$ cat config.mk
export PLATFORM = sky130hd
export DESIGN_NAME = fp_acc_seq
export DESIGN_NICKNAME = d
export VERILOG_FILES = /design/src/rtl/fp_acc_seq.sv
export SDC_FILE = /design/constraint.sdc
export NUM_CORES = 1
export LEC_CHECK = 0
export CAP_MARGIN = 0
export CORE_UTILIZATION = 29
export CTS_CLUSTER_DIAMETER = 30
export DETAILED_ROUTE_END_ITERATION = 8
export DONT_BUFFER_PORTS = 1
export PLACE_DENSITY = 0.41
export SYNTH_ARGS = -nofsm -noshare
export SYNTH_HDL_FRONTEND = slang
export SYNTH_SLANG_ARGS = --single-unit
$ cat constraint.sdc
create_clock -name clk -period 2.5 [get_ports clk]
set_input_delay 0.375 -clock clk [delete_from_list [all_inputs] [get_ports clk]]
set_output_delay 0.375 -clock clk [all_outputs]
set_load 0.01 [all_outputs]
$ cat src/rtl/fp_acc_seq.sv
// FP32 accumulation controller wrapped around an external combinational FP adder.
// Optional sticky Inf/NaN flag on port exc is enabled by defining FP_ACC_EXC_EN.
module fp_acc_seq #(
  parameter int WIDTH = 32,
  parameter int LEN_W = 16
) (
  input  logic             clk,
  input  logic             rst,
  input  logic             start,
  input  logic [LEN_W-1:0] len,
  input  logic             in_valid,
  input  logic [WIDTH-1:0] in_data,
  input  logic             in_op,
  output logic             in_ready,
  output logic [WIDTH-1:0] add_a,
  output logic [WIDTH-1:0] add_b,
  output logic             add_op,
  input  logic [WIDTH-1:0] add_s,
  output logic             out_valid,
  output logic [WIDTH-1:0] out_data,
  input  logic             out_ready,
  output logic             busy
`ifdef FP_ACC_EXC_EN
  ,
  output logic             exc
`endif
);

  localparam int EXP_W = 8;

  typedef enum logic [1:0] {
    S_IDLE,
    S_ACC,
    S_DONE
  } state_t;

  state_t           state;
  state_t           state_nxt;
  logic [LEN_W-1:0] cnt;
  logic [WIDTH-1:0] acc;
  logic             first;
  logic             accept;
  logic             start_run;
  logic             last;
  logic [WIDTH-1:0] first_val;

  assign accept    = in_valid && (state == S_ACC);
  assign start_run = start && (state == S_IDLE);
  assign last      = accept && (cnt == LEN_W'(1));

  // The adder cannot take a zero operand, so the first sample bypasses it.
  assign first_val = {in_data[WIDTH-1] ^ in_op, in_data[WIDTH-2:0]};

  assign add_a    = acc;
  assign add_b    = in_data;
  assign add_op   = in_op;
  assign out_data = acc;

  always_ff @(posedge clk) begin
    if (rst) begin
      state <= S_IDLE;
    end else begin
      state <= state_nxt;
    end
  end

  always_comb begin
    state_nxt = state;
    in_ready  = 1'b0;
    out_valid = 1'b0;
    busy      = 1'b0;
    unique case (state)
      S_IDLE: begin
        if (start) begin
          state_nxt = (len == '0) ? S_DONE : S_ACC;
        end
      end
      S_ACC: begin
        in_ready = 1'b1;
        busy     = 1'b1;
        if (last) begin
          state_nxt = S_DONE;
        end
      end
      S_DONE: begin
        out_valid = 1'b1;
        busy      = 1'b1;
        if (out_ready) begin
          state_nxt = S_IDLE;
        end
      end
      default: state_nxt = S_IDLE;
    endcase
  end

  // cnt only decrements on accept in ACC, where it is at least 1, so it never wraps.
  always_ff @(posedge clk) begin
    if (rst) begin
      acc   <= '0;
      cnt   <= '0;
      first <= 1'b0;
    end else if (start_run) begin
      acc   <= '0;
      cnt   <= len;
      first <= 1'b1;
    end else if (accept) begin
      cnt   <= cnt - LEN_W'(1);
      first <= 1'b0;
      acc   <= first ? first_val : add_s;
    end
  end

`ifdef FP_ACC_EXC_EN
  logic in_special;
  logic sum_special;

  assign in_special  = &in_data[WIDTH-2 -: EXP_W];
  assign sum_special = &add_s[WIDTH-2 -: EXP_W];

  // Adder result only matters when it is actually loaded into acc.
  always_ff @(posedge clk) begin
    if (rst) begin
      exc <= 1'b0;
    end else if (start_run) begin
      exc <= 1'b0;
    end else if (accept && (in_special || (!first && sum_special))) begin
      exc <= 1'b1;
    end
  end
`endif

endmodule

==> metrics.log <==
INFO  metric run_status = completed
INFO  metric most_common_cell_in_the_netlist = sky130_fd_sc_hd__buf_4
INFO  metric synth_seq_cells = 51
INFO  metric first_global_vias = 2067
INFO  metric worstPathArrival = 2.46 ns
INFO  metric postCtsHoldBufs = 0
INFO  metric routed_wirelength = 6780 microns
INFO  metric clock_sink_count = 51
INFO  metric crit_family = simple AND/OR/NAND/NOR gates
INFO  metric max_slew_headroom = 0.615
INFO  metric power-per-cell-area = 1000 nW/um^2
INFO  metric synthDistinctLibCells = 40
INFO  metric fin_cells = 410
INFO  metric grt_overflow = 0
INFO  metric antenna_cells = 0
INFO  metric comb_power_share = 0.359
INFO  metric grt_util_met3 = 0.0370
INFO  metric placed_cells_incl_taps = 402
INFO  metric grt.busiest_layer = met2
INFO  metric layout-area-overhead-vs-synth = -8.08%
INFO  metric required = 2.72 ns
INFO  metric place_congestion = 0.756
INFO  metric port-buffer-count = 0
INFO  metric die_extent_in_x = 104 microns
INFO  metric cts.root.buffer_cell = sky130_fd_sc_hd__clkbuf_8
INFO  metric filler_cell_count = 1090
INFO  metric clk-insertion-delay-late = 0.31 ns
INFO  metric post-cts-setup-buffer-count = 0
INFO  metric final_core_util = 0.280
INFO  metric globalRouteMet2Util = 0.218
INFO  metric groute.layer.met1.usage = 0.153
INFO  metric grt_start_max_net_pins = 39
INFO  metric intPower = 1.64 mW
INFO  metric cts_buffer_depth = 2
INFO  metric die_h = 104 microns
INFO  metric worstSetupEndpointType = flip-flop
INFO  metric drt.antenna.violating_nets = 0
INFO  metric worstPathBufferInverterCount = 0
INFO  metric clkPwrFrac = 0.176
INFO  metric post_route_clock_period_utilization = 0.898
INFO  metric wire_per_inst = 16.5 microns
INFO  metric detail_route.iter0.violations = 79
INFO  metric cts_resized = 0
INFO  metric post-synth-top-area-cell = sky130_fd_sc_hd__dfxtp_1
INFO  metric pin_count = 186
INFO  metric grt_first_pass_wirelength = 10900 microns
INFO  metric cp_slowest_stage_delay = 0.60 ns
INFO  metric report.final.hold_viol_count = 0
INFO  metric critical_path.cell_chain = or3b_2, or4_4, or4_1, a311oi_1
INFO  metric avgSynthCellArea = 8.72 sq um
INFO  metric async_flop_share = 0
INFO  metric path_class = flip-flop to flip-flop
INFO  metric netlist_instances = 346
INFO  metric place_hpwl = 5070 microns
INFO  metric cts_tree = built
INFO  metric route.vias.total = 2080
INFO  metric synth_nets = 437
INFO  metric via_per_instance_ratio = 5.07
INFO  metric switching_part_of_the_total_power = 0.412
INFO  metric report.final.slew_viol_count = 0
INFO  metric synthTopCellsByArea = sky130_fd_sc_hd__dfxtp_1, sky130_fd_sc_hd__buf_4, sky130_fd_sc_hd__mux2i_1, sky130_fd_sc_hd__a211oi_1, sky130_fd_sc_hd__nor2_1
INFO  metric worst_hold_path_type = input pin to flip-flop
INFO  metric number_of_antenna_violations_at_the_first_check_in_global_routing = 0
INFO  metric num_rows = 36
INFO  metric leakagePower = 0.918 nW
INFO  metric ctsHtreeMaxLevel = 2
INFO  metric layout-drive-gt1-share = 0.0903
INFO  metric synth_sequential_area_ratio = 0.338
INFO  metric switching_power = 1.15 mW
INFO  metric post-synth-top-area-fraction = 0.338
INFO  metric worst_path_max_delay_cell = sky130_fd_sc_hd__or4_4
INFO  metric design.final.nets = 367
INFO  metric coreArea = 9910 sq um
INFO  metric post_synthesis_cell_area = 3020 sq um
INFO  metric clkTransAtPathRegs = 0.10 ns
INFO  metric timing.fmax = 0.446 GHz
INFO  metric irDropWorstVdd = 0.245 mV
INFO  metric pwr-share-seq = 0.465
INFO  metric route.detailed.drc = 0
INFO  metric report.final.setup_viol = 0
INFO  metric unrepaired_setup_endpoints_after_global_routing = false
INFO  metric tightest_slew = 0.577 ns
INFO  metric number_of_iterations_in_the_first_detailed_routing_pass = 4
INFO  metric crit_path_max_fanout = 6
INFO  metric postSynth.topFlopCell = sky130_fd_sc_hd__dfxtp_1
INFO  metric setup-tns-final = 0 ns
INFO  metric hold_slack = 0.127 ns
INFO  metric drv_cap = 0
INFO  metric cts_buffers = 5
INFO  metric floorplan.die_area = 10800 sq um
INFO  metric clock-skew-final = 0.0104 ns
INFO  metric synth_common_cells = sky130_fd_sc_hd__buf_4, sky130_fd_sc_hd__dfxtp_1, sky130_fd_sc_hd__nor2_1
INFO  metric start_util = 0.305
INFO  metric layout_min_cycle_time = 2.24 ns
INFO  metric synth-warning-count = 0
INFO  metric worst_setup_path_start_kind = flip-flop
INFO  metric synth_edf_count = 0
INFO  metric gr-usage-all-layers = 0.126
==> cells by family after synthesis <==
logic type,Yosys count,synth area share
buffers and inverters,93,0.203
xor gates and xnor gates,9,0.0261
DFF,51,0.338
adders and majority gates,5,0.0207
AOI/OAI and AO/OA,63,0.155
and+or+nand+nor,93,0.151
muxes,32,0.106
==> power groups by stage <==
stage,logic (mW),clock network (mW),registers (mW)
after global placement,1.01,0,1.31
after global routing,1.14,0.563,1.33
after detailed placement,1.02,0,1.32
after CTS,1.02,0.527,1.30
after floorplan,1.05,0,1.19
final,1.00,0.489,1.30
==> final cells by class <==
class                           instances  area [sq um]  share of cell area
Clock buffer                            5          68.8              0.0248
Clock inverter                          3          18.8             0.00677
Inverter                                9          33.8              0.0122
Multi-Input combinational cell        202          1390               0.500
Sequential cell                        51          1020               0.369
Tap cell                              133           166              0.0600
Timing Repair Buffer                    7          77.6              0.0280
==> sequential cells by signal, indices dropped and copies added (netlist names) <==
register,count
add_a,32
cnt,16
first,1
state,2
==> layer usage <==
layer | wire length (microns) | share of wire
met5 | 0 | 0
met4 | 59 | 0.0087
met3 | 467 | 0.069
met2 | 3310 | 0.49
met1 | 2940 | 0.43
==> per-stage QoR <==
stage               power (mW)  instance area, sq um  setup WS, ns
floorplan                 2.24                  3020         0.344
global placement          2.32                  2690         0.269
detailed placement        2.33                  2690         0.259
CTS                       2.85                  2770         0.260
global route              3.03                  2770         0.119
finish                    2.79                  2770         0.256
==> worst paths after layout <==
kind	cells after the start	to	slack, ns	startpoint
setup / recovery	4	cnt[12]$_SDFFE_PP0P_	0.26	cnt[2]$_SDFFE_PP0P_
hold / removal	1	first$_SDFFE_PP0P_	0.13	rst
setup reg to reg	4	cnt[12]$_SDFFE_PP0P_	0.26	cnt[2]$_SDFFE_PP0P_
hold reg to reg	2	state[0]$_SDFFE_PP0P_	0.50	state[0]$_SDFFE_PP0P_
==> placed cells by master, fill, tap and decap left out, types with 2 or more instances in the layout <==
master / netlist / final
sky130_fd_sc_hd__nor2_1: 51 / 51
sky130_fd_sc_hd__dfxtp_1: 51 / 50
sky130_fd_sc_hd__a211oi_1: 40 / 40
sky130_fd_sc_hd__mux2i_1: 32 / 32
sky130_fd_sc_hd__inv_1: 9 / 9
sky130_fd_sc_hd__nand2_1: 9 / 9
sky130_fd_sc_hd__nor4_1: 8 / 8
sky130_fd_sc_hd__a311oi_1: 6 / 6
sky130_fd_sc_hd__o21ai_0: 5 / 5
sky130_fd_sc_hd__xnor2_1: 5 / 5
sky130_fd_sc_hd__ha_1: 5 / 5
sky130_fd_sc_hd__clkbuf_8: 0 / 5
sky130_fd_sc_hd__buf_4: 66 / 5
sky130_fd_sc_hd__xor2_1: 4 / 4
sky130_fd_sc_hd__nand3_1: 3 / 3
sky130_fd_sc_hd__or4_1: 3 / 3
sky130_fd_sc_hd__or3_1: 3 / 3
sky130_fd_sc_hd__a21oi_1: 3 / 3
sky130_fd_sc_hd__nand4_1: 2 / 2
sky130_fd_sc_hd__or4_4: 2 / 2
sky130_fd_sc_hd__or3_2: 2 / 2
sky130_fd_sc_hd__o31ai_1: 2 / 2
sky130_fd_sc_hd__nor3_1: 2 / 2
sky130_fd_sc_hd__clkinv_2: 0 / 2
sky130_fd_sc_hd__buf_12: 0 / 2
Power figures use the tool's default switching activity.
